$ cat src/rtl/clock_time_counter.sv
`default_nettype none
// ============================================================================
//  Module      : clock_time_counter
//  Description : BCD MM.SS timekeeper (00.00 .. 99.59) for a 4-digit display.
//                Divides the system clock to a seconds tick, with run/stop,
//                clear and manual minute/second increment controls.
//  Revision    : 1.0 - initial release
// ============================================================================
module clock_time_counter #(
  parameter int TICK_DIV = 50_000_000,
  parameter int SYNC_STG = 2
) (
  input  logic       CLOCK_50,
  input  logic       RESET_N,
  input  logic       run_en,
  input  logic       clr,
  input  logic       inc_sec,
  input  logic       inc_min,
  output logic [3:0] dig1_cntr,
  output logic [3:0] dig2_cntr,
  output logic [3:0] dig3_cntr,
  output logic [3:0] dig4_cntr,
  output logic       tick_1hz,
  output logic       rollover
);

  localparam int              PRE_W   = $clog2(TICK_DIV);
  localparam logic [PRE_W-1:0] PRE_TOP = PRE_W'(TICK_DIV - 1);

  // Synchroniser chains; the MSB of each chain is the usable, synced level.
  logic [SYNC_STG-1:0] run_sync;
  logic [SYNC_STG-1:0] clr_sync;
  logic [SYNC_STG-1:0] sec_sync;
  logic [SYNC_STG-1:0] min_sync;

  // Previous synced level of each event input, for rising-edge detection.
  logic clr_prev;
  logic sec_prev;
  logic min_prev;

  logic             run_s;
  logic             clr_edge;
  logic             sec_edge;
  logic             min_edge;
  logic             tick_due;

  logic [PRE_W-1:0] pre_cnt;
  logic [PRE_W-1:0] pre_n;

  logic       sec_carry;
  logic       min_carry;
  logic [3:0] sec_u_inc;
  logic [3:0] sec_t_inc;
  logic [3:0] min_u_inc;
  logic [3:0] min_t_inc;

  logic [3:0] d1_n;
  logic [3:0] d2_n;
  logic [3:0] d3_n;
  logic [3:0] d4_n;
  logic       tick_n;
  logic       roll_n;

  assign run_s    = run_sync[SYNC_STG-1];
  assign clr_edge = clr_sync[SYNC_STG-1] & ~clr_prev;
  assign sec_edge = sec_sync[SYNC_STG-1] & ~sec_prev;
  assign min_edge = min_sync[SYNC_STG-1] & ~min_prev;
  assign tick_due = run_s && (pre_cnt == PRE_TOP);

  // Bring the asynchronous board inputs into the clock domain and keep the
  // last synced level for edge detection.
  always_ff @(posedge CLOCK_50 or negedge RESET_N) begin
    if (!RESET_N) begin
      run_sync <= '0;
      clr_sync <= '0;
      sec_sync <= '0;
      min_sync <= '0;
      clr_prev <= 1'b0;
      sec_prev <= 1'b0;
      min_prev <= 1'b0;
    end else begin
      run_sync <= {run_sync[SYNC_STG-2:0], run_en};
      clr_sync <= {clr_sync[SYNC_STG-2:0], clr};
      sec_sync <= {sec_sync[SYNC_STG-2:0], inc_sec};
      min_sync <= {min_sync[SYNC_STG-2:0], inc_min};
      clr_prev <= clr_sync[SYNC_STG-1];
      sec_prev <= sec_sync[SYNC_STG-1];
      min_prev <= min_sync[SYNC_STG-1];
    end
  end

  // Single-step BCD increments of the seconds pair (00..59) and minutes pair (00..99).
  always_comb begin
    sec_carry = (dig1_cntr == 4'd9) && (dig2_cntr == 4'd5);
    min_carry = (dig3_cntr == 4'd9) && (dig4_cntr == 4'd9);
    sec_u_inc = (dig1_cntr == 4'd9) ? 4'd0 : dig1_cntr + 4'd1;
    sec_t_inc = dig2_cntr;
    if (dig1_cntr == 4'd9) begin
      sec_t_inc = (dig2_cntr == 4'd5) ? 4'd0 : dig2_cntr + 4'd1;
    end
    min_u_inc = (dig3_cntr == 4'd9) ? 4'd0 : dig3_cntr + 4'd1;
    min_t_inc = dig4_cntr;
    if (dig3_cntr == 4'd9) begin
      min_t_inc = (dig4_cntr == 4'd9) ? 4'd0 : dig4_cntr + 4'd1;
    end
  end

  // Next-state selection: clear beats manual increments, which beat the tick.
  always_comb begin
    d1_n   = dig1_cntr;
    d2_n   = dig2_cntr;
    d3_n   = dig3_cntr;
    d4_n   = dig4_cntr;
    tick_n = 1'b0;
    roll_n = 1'b0;
    pre_n  = pre_cnt;
    // The prescaler keeps wrapping even when a manual increment swallows the tick.
    if (run_s) begin
      pre_n = tick_due ? '0 : pre_cnt + 1'b1;
    end
    if (clr_edge) begin
      d1_n  = 4'd0;
      d2_n  = 4'd0;
      d3_n  = 4'd0;
      d4_n  = 4'd0;
      pre_n = '0;
    end else if (sec_edge || min_edge) begin
      if (sec_edge) begin
        d1_n = sec_u_inc;
        d2_n = sec_t_inc;
      end
      if (min_edge) begin
        d3_n = min_u_inc;
        d4_n = min_t_inc;
      end
    end else if (tick_due) begin
      tick_n = 1'b1;
      d1_n   = sec_u_inc;
      d2_n   = sec_t_inc;
      if (sec_carry) begin
        d3_n   = min_u_inc;
        d4_n   = min_t_inc;
        roll_n = min_carry;
      end
    end
  end

  // Time, prescaler and registered tick/rollover pulses.
  always_ff @(posedge CLOCK_50 or negedge RESET_N) begin
    if (!RESET_N) begin
      pre_cnt   <= '0;
      dig1_cntr <= 4'd0;
      dig2_cntr <= 4'd0;
      dig3_cntr <= 4'd0;
      dig4_cntr <= 4'd0;
      tick_1hz  <= 1'b0;
      rollover  <= 1'b0;
    end else begin
      pre_cnt   <= pre_n;
      dig1_cntr <= d1_n;
      dig2_cntr <= d2_n;
      dig3_cntr <= d3_n;
      dig4_cntr <= d4_n;
      tick_1hz  <= tick_n;
      rollover  <= roll_n;
    end
  end

endmodule
`default_nettype wire

$ cat config.mk
export PLATFORM = sky130hd
export DESIGN_NAME = clock_time_counter
export DESIGN_NICKNAME = d
export VERILOG_FILES = /design/src/rtl/clock_time_counter.sv
export SDC_FILE = /design/constraint.sdc
export NUM_CORES = 1
export LEC_CHECK = 0
export BUFFER_PORTS_ARGS = -buffer_cell sky130_fd_sc_hd__buf_4
export CAP_MARGIN = 30
export CORE_AREA = 2 2 71 73
export DETAILED_ROUTE_END_ITERATION = 8
export DIE_AREA = 0 0 73 75
export PLACE_DENSITY = 0.83
export RECOVER_POWER = 25
export SLEW_MARGIN = 25
export SYNTH_ARGS = -nofsm -noshare
export SYNTH_HDL_FRONTEND = slang
export SYNTH_SLANG_ARGS = --single-unit
$ cat constraint.sdc
create_clock -name CLOCK_50 -period 4.7 [get_ports CLOCK_50]
set_clock_uncertainty 0.2 [all_clocks]
set_input_delay 0.94 -clock CLOCK_50 [delete_from_list [all_inputs] [get_ports CLOCK_50]]
set_output_delay 0.94 -clock CLOCK_50 [all_outputs]
set_load 0.005 [all_outputs]
==> results of run 1 <==
## layer usage
layer	share of wire, %	GRT usage (%)	up-vias
met5	0	0	-
met4	0.95	9.88	0
met3	5.0	4.82	6
met2	48	38.7	71
met1	46	31.9	1134
li1	-	-	1106
## kinds of logic after synthesis
kind of cell	count (synthesis)	synth area share, %
adder cells (fa/ha/maj)	9	3.81
AND/OR/NAND/NOR	142	27.6
XOR/XNOR	14	4.15
flip-flops	55	46.5
AO/OA/AOI/OAI	46	11.8
buffers and inverters	16	3.05
multiplexers	8	3.00
## cell type report
type	count	area, sq um	share of cell area, %
Multi-Input combinational cell	219	1490	45.9
Sequential cell	55	1380	42.4
Timing Repair Buffer	24	180	5.54
Clock buffer	5	68.8	2.12
Tap cell	54	67.6	2.08
Inverter	11	41.3	1.27
Clock inverter	3	23.8	0.732
## state kept, by name, summed over array words and instances (netlist names)
signal and flops:
dig2_cntr 4, tick_1hz 1, sec_prev 1, sec_sync 2
dig4_cntr 4, rollover 1, clr_prev 1, min_prev 1
run_sync 2, min_sync 2, dig3_cntr 4, dig1_cntr 4
pre_cnt 26, clr_sync 2
## cells in the final DEF (no fill, tap or decap), types with 2 or more instances in the layout
| cell | instances |
|---|---|
| a21oi_1 | 6 |
| a22o_1 | 4 |
| a31oi_1 | 5 |
| a41oi_1 | 4 |
| and2_1 | 4 |
| and2_2 | 2 |
| and3_1 | 3 |
| and3_2 | 2 |
| and4_2 | 2 |
| and4_4 | 2 |
| buf_4 | 20 |
| clkbuf_4 | 4 |
| clkbuf_8 | 5 |
| clkinvlp_4 | 2 |
| dfrtp_1 | 55 |
| ha_1 | 9 |
| inv_1 | 11 |
| mux2_2 | 7 |
| nand2_1 | 24 |
| nand2b_1 | 2 |
| nand3_1 | 17 |
| nand3b_1 | 3 |
| nand4_1 | 12 |
| nor2_1 | 34 |
| nor2b_1 | 2 |
| nor3_1 | 8 |
| nor3b_1 | 2 |
| nor4_1 | 5 |
| nor4bb_1 | 2 |
| o21ai_0 | 12 |
| o21ai_2 | 3 |
| o221ai_1 | 2 |
| o22ai_1 | 2 |
| or3_1 | 5 |
| xnor2_1 | 5 |
| xor2_1 | 9 |
## critical path: stages (launching register included)
cell and delay, ns:
dfrtp_1 0.43, inv_1 0.08, ha_1 0.19, nand3b_4 0.13, or3_4 0.41, nor3_4 0.30
or2_2 0.23, mux2_2 0.34
## final timing paths
| kind | start | endpoint | slack (ns) | depth (start not counted) |
|---|---|---|---|---|
| setup reg to reg | dig1_cntr[1]$_DFFE_PN0P_ | dig3_cntr[0]$_DFFE_PN0P_ | 2.29 | 7 |
| min in group asynchronous | RESET_N | pre_cnt[22]$_DFFE_PN0P_ | 0.47 | 1 |
| hold reg to reg | run_sync[0]$_DFF_PN0_ | run_sync[1]$_DFF_PN0_ | 0.16 | 0 |
| max in group asynchronous | RESET_N | rollover$_DFF_PN0_ | 3.39 | 1 |
| setup / recovery | dig1_cntr[1]$_DFFE_PN0P_ | dig3_cntr[0]$_DFFE_PN0P_ | 2.29 | 7 |
| hold / removal | run_sync[0]$_DFF_PN0_ | run_sync[1]$_DFF_PN0_ | 0.16 | 0 |
## metrics by stage
stage / cell area [sq um] / hold slack, ns / cells / total power (uW) / setup slack (ns)
global route: 3250 / 0.178 / 371 / 1370 / 2.16
floorplan: 2960 / 0.131 / 290 / 859 / 2.47
CTS: 3250 / 0.160 / 371 / 1290 / 2.30
global placement: 3150 / 0.134 / 362 / 1010 / 2.21
detailed placement: 3160 / 0.135 / 363 / 1020 / 2.31
finish: 3250 / 0.158 / 371 / 1280 / 2.29
## report_power, final
group | total [uW] | switching, uW | internal (uW) | leakage, uW
Combinational | 371 | 171 | 200 | 0.000691
Sequential | 641 | 95.9 | 545 | 0.000713
Clock | 273 | 166 | 107 | 0.0000408
Total | 1280 | 433 | 852 | 0.00145
==> results.json, run 1 <==
{
  "initial_core_util_pct": 63.5,
  "nets": 331,
  "core.rowCount": 25,
  "arrival_ns": 2.42,
  "cts-resized-gates": 0,
  "fin_util_pct": 69.7,
  "p_leak_uw": 0.00145,
  "ys_seq_elements": 55,
  "status": "finished clean",
  "drive_gt1_share_pct": 19.2,
  "grt_pass1_vias": 2230,
  "synth_top_area_share_pct": 46.5,
  "syn_area_per_cell_sq_um": 10.2,
  "dr_total_vias": 2317,
  "grt_pass1_wl_mm": 10.3,
  "synthArstFlopShare_pct": 100,
  "clk_latency_ns": 0.31,
  "holdBufCountCts": 0,
  "ys_seq_area_share_pct": 46.5,
  "final_antenna_net_count": 0,
  "synth-edff-count": 0,
  "slew_headroom_pct": 50.4,
  "synth_cell_type_count": 56,
  "yosys.area.top_type": "dfrtp_1",
  "grt_setup_unrepaired": "no",
  "n_antenna_cell": 0,
  "synthTopCellsByArea": "dfrtp_1, nor2_1, ha_1",
  "die_h_um": 75,
  "synth_common_cells": "dfrtp_1, nor2_1, nand2_1",
  "cts_tree": "yes",
  "worst_pin_slew_ns": 0.744,
  "setup_violations": 0,
  "cts-root-buf": "clkbuf_8",
  "drc": 0,
  "num-fill-cells": 346,
  "hp-class": "reg2reg",
  "avgViaCountPerCell": 6.25,
  "wl_per_cell_um": 16.2,
  "post_cts_buffers": 0,
  "cp-start-kind": "flip-flop",
  "die_area_sq_um": 5480,
  "criticalPathCategory": "reg2reg",
  "endpoint_kind": "flip-flop",
  "core_region_area_sq_um": 4660,
  "yosys.cell_count.top_type": "dfrtp_1",
  "syn_nets": 305,
  "period_needed_ns": 2.41,
  "grt_max_degree": 56,
  "clock-sinks": 55,
  "power_density_nw_per_um2": 395,
  "crit_path_max_fanout": 7,
  "cts_htree_levels": 2,
  "dr.pass1.iters": 4,
  "synth_cells": 290,
  "track_usage_pct": 24.0,
  "fin_setup_tns_ns": 0,
  "dr.first_iter.drc_count": 163,
  "ys_warn_count": 0,
  "gp_routability_congestion": 0.879,
  "cts_made_buffers": 5,
  "die_w_um": 73,
  "antenna_found_initial": 0,
  "required_ns": 4.71,
  "hpwl_mm": 4.15,
  "clock_path_buffers": 2,
  "routed_wl_mm": 6.02,
  "overflow": 0,
  "max_freq_ghz": 0.416,
  "area_growth_pct": 9.86,
  "port_buffers": 23,
  "num_io_pins": 24,
  "clk_pin_slew_ns": 0.11,
  "fin_crit_sh_pct": 51.2,
  "synth.cell_area_sq_um": 2960,
  "timing.max_cap.violations": 0,
  "synth_flop_cell": "dfrtp_1",
  "hold_violations": 0,
  "peakVddDrop_uv": 200,
  "slew_violations": 0
}
Note: power is estimated with default switching activity, not from simulation.
==> run 2: changes to the inputs <==
--- a/config.mk
+++ b/config.mk
@@ -5,12 +5,13 @@
 export SDC_FILE = /design/constraint.sdc
 export NUM_CORES = 1
 export LEC_CHECK = 0
+export ABC_AREA = 1
 export BUFFER_PORTS_ARGS = -buffer_cell sky130_fd_sc_hd__buf_4
 export CAP_MARGIN = 30
-export CORE_AREA = 2 2 71 73
+export CORE_AREA = 2 2 80 82
 export DETAILED_ROUTE_END_ITERATION = 8
-export DIE_AREA = 0 0 73 75
-export PLACE_DENSITY = 0.83
+export DIE_AREA = 0 0 82 84
+export PLACE_DENSITY = 0.74
 export RECOVER_POWER = 25
 export SLEW_MARGIN = 25
 export SYNTH_ARGS = -nofsm -noshare
==> constraint.sdc (replaced) <==
create_clock -name CLOCK_50 -period 2 [get_ports CLOCK_50]
set_clock_uncertainty 0.2 [all_clocks]
set_input_delay 0.4 -clock CLOCK_50 [delete_from_list [all_inputs] [get_ports CLOCK_50]]
set_output_delay 0.4 -clock CLOCK_50 [all_outputs]
set_load 0.005 [all_outputs]
==> results.json, run 2 <==
{
  "synth_top_family_by_area": "simple AND/OR/NAND/NOR gates",
  "dp_slack_ns": 0.0609,
  "period_needed_ns": 1.85,
  "largest_reg_flops": 26,
  "yosys.cell_count.top_type": "nand2_1",
  "synth_common_cells": "nand2_1, nor2_1, dfrtp_1",
  "setup_violations": 0,
  "endpoint_kind": "flip-flop",
  "routed_wl_mm": 6.49,
  "cts-root-buf": "clkbuf_8",
  "grt_setup_unrepaired": "yes",
  "hp-class": "reg2reg",
  "r2r_start": "pre_cnt[0]$_DFFE_PN0P_",
  "ys_seq_elements": 55,
  "cp-start-kind": "flip-flop",
  "n_antenna_cell": 0,
  "synth-edff-count": 0,
  "mostFrequentLayoutCell": "nand2_1",
  "path_buf_inv": 0,
  "max_freq_ghz": 0.540,
  "yosys.area_share.xor_xnor_pct": 2.24,
  "yosys.area.top_type": "dfrtp_1",
  "synth.cell_area_sq_um": 3130,
  "grt_pass1_wl_mm": 11.4,
  "clock_path_buffers": 2,
  "clk_latency_ns": 0.33,
  "port_buffers": 23,
  "synthTopCellsByArea": "dfrtp_1, nand2_1, nor2_1",
  "core.rowCount": 29,
  "ys_seq_area_share_pct": 43.9,
  "synth_top_area_share_pct": 43.9,
  "initial_core_util_pct": 51.4,
  "cp_slowest_stage_delay_ns": 0.41,
  "nets": 476,
  "syn_nets": 440,
  "cts_tree": "yes",
  "top_register": "pre_cnt",
  "reg2reg_depth": 10,
  "r2r_setup_slack_ns": 0.15,
  "final_antenna_net_count": 0,
  "fin_crit_sh_pct": 92.5,
  "cts_made_buffers": 5,
  "syn_area_per_cell_sq_um": 7.37,
  "gp_routability_congestion": 0.867,
  "grt_pass1_vias": 2489,
  "finalNonFillerCells": 539,
  "arrival_ns": 1.93,
  "synth_cell_type_count": 32,
  "synth_mux_area_share_pct": 0,
  "grt_max_degree": 56,
  "required_ns": 2.07,
  "die_area_sq_um": 6890,
  "dr.first_iter.drc_count": 155,
  "num_io_pins": 24,
  "power_density_nw_per_um2": 774,
  "antenna_found_initial": 0,
  "area_growth_pct": 14.6,
  "slew_violations": 0,
  "peakVddDrop_uv": 534,
  "ys_warn_count": 0,
  "dr.pass1.iters": 4,
  "die_h_um": 84,
  "worstSetupStartpoint": "pre_cnt[0]$_DFFE_PN0P_",
  "die_w_um": 82,
  "track_usage_pct": 20.9,
  "critPathSlowestCell": "dfrtp_1",
  "post_cts_buffers": 0,
  "dr_total_vias": 2760,
  "p_leak_uw": 0.00177,
  "synth_simple_gate_area_share_pct": 39.2,
  "drive_gt1_share_pct": 13.6,
  "holdPathEnd": "run_sync[1]$_DFF_PN0_",
  "timing.max_cap.violations": 0,
  "synth_fa_ha_area_share_pct": 3.59,
  "hp-start": "run_sync[0]$_DFF_PN0_",
  "overflow": 0,
  "fin_ws_ns": 0.149,
  "clock-sinks": 55,
  "wl_per_cell_um": 12.0,
  "synth_flop_cell": "dfrtp_1",
  "synth-compound-area-share_pct": 4.07,
  "dp_cells": 526,
  "slew_headroom_pct": 50.9,
  "synthArstFlopShare_pct": 100,
  "worst_pin_slew_ns": 0.736,
  "hpwl_mm": 4.72,
  "cts_htree_levels": 2,
  "drc": 0,
  "status": "finished clean",
  "r2r_end": "pre_cnt[24]$_DFFE_PN0P_",
  "clk_pin_slew_ns": 0.11,
  "crit_family": "simple AND/OR/NAND/NOR gates",
  "avgViaCountPerCell": 5.12,
  "criticalPathCategory": "reg2reg",
  "layout_common_cells": "nand2_1, nor2_1, dfrtp_1",
  "crit_path_cell_trace": "ha_1, nand2_1, nor2_4, nand2_2, nor2_4, nand2_2, nand2_4, nor2_2, nand3_1, nand2_1",
  "hold_depth": 0,
  "hold_violations": 0,
  "core_region_area_sq_um": 6100,
  "crit_path_max_fanout": 9,
  "synth_cells": 425
}
## run 2: cell count changes after synthesis, sizes merged, moves of 5 or more
cell,previous run,this run
a31oi,5,0
nand3,18,39
nand2,24,139
and2,6,0
nor2,34,69
nor4,6,1
mux2,7,0
inv,11,53
or3,6,0
and4,5,0
## run 2: repair_timing
item / 4_1_cts / 5_1_grt
gates resized for setup: 0 / 7
endpoints found under the hold margin: 59 / 0
hold buffers: 5 / 0
endpoints found under the setup margin: 0 / 13
## run 2: worst register-to-register path: stages (launching register included)
cell and delay, ns:
dfrtp_1 0.41, ha_1 0.21, nand2_1 0.14, nor2_4 0.07
nand2_2 0.08, nor2_4 0.05, nand2_2 0.09, nand2_4 0.10
nor2_2 0.26, nand3_1 0.13, nand2_1 0.08
## run 2: area by class of cell
cell class | count | area, sq um
clock inverter | 3 | 27.5
clock buffer | 5 | 68.8
tap | 77 | 96.3
sequential | 55 | 1380
timing repair buffer | 32 | 253
inverter | 53 | 199
multi-input combinational | 314 | 1570
fill | 579 | 2500
## run 2: worst max-delay path by stage
stage / endpoint / slack [ns] / cells after the start
after global routing: dig4_cntr[0]$_DFFE_PN0P_ / -0.006 / 11
after detailed placement: dig4_cntr[2]$_DFFE_PN0P_ / 0.06 / 11
final: pre_cnt[24]$_DFFE_PN0P_ / 0.15 / 10
after CTS: dig4_cntr[2]$_DFFE_PN0P_ / 0.04 / 11
after floorplan: dig4_cntr[0]$_DFFE_PN0P_ / 0.21 / 11
after global placement: dig4_cntr[2]$_DFFE_PN0P_ / 0.14 / 11
## run 2: kinds of logic (layout without fill, tap and decap cells)
kind of cell	count (synthesis)	after routing
AND/OR/NAND/NOR	274	274
buffers and inverters	56	93
flip-flops	55	55
AO/OA/AOI/OAI	23	23
adder cells (fa/ha/maj)	9	9
XOR/XNOR	8	8
## run 2: metal layers
layer	wire, um	share of wire, %	GRT usage (%)
met5	0	0	0
met4	92	1.4	5.61
met3	201	3.1	3.25
met2	3050	47	32.6
met1	3140	48	30.0
## run 2: metrics by stage
stage / power [uW] / area (sq um) / util [%] / setup TNS [ns] / hold WS [ns]
6_report: 2780 / 3590 / 58.9 / 0 / 0.158
5_1_grt: 2980 / 3590 / 58.9 / -0.00623 / 0.164
4_1_cts: 2800 / 3560 / 58.4 / 0 / 0.162
3_5_place_dp: 2130 / 3410 / 56.0 / 0 / 0.140
3_3_place_gp: 2100 / 3410 / 56.0 / 0 / 0.132
2_1_floorplan: 1810 / 3130 / - / 0 / -0.0956
## run 2: report_power, final
group / switching, uW / internal [uW] / total [uW] / leakage, uW
Clock: 412 / 261 / 673 / 0.0000467
Combinational: 339 / 336 / 676 / 0.000995
Sequential: 180 / 1250 / 1430 / 0.000726
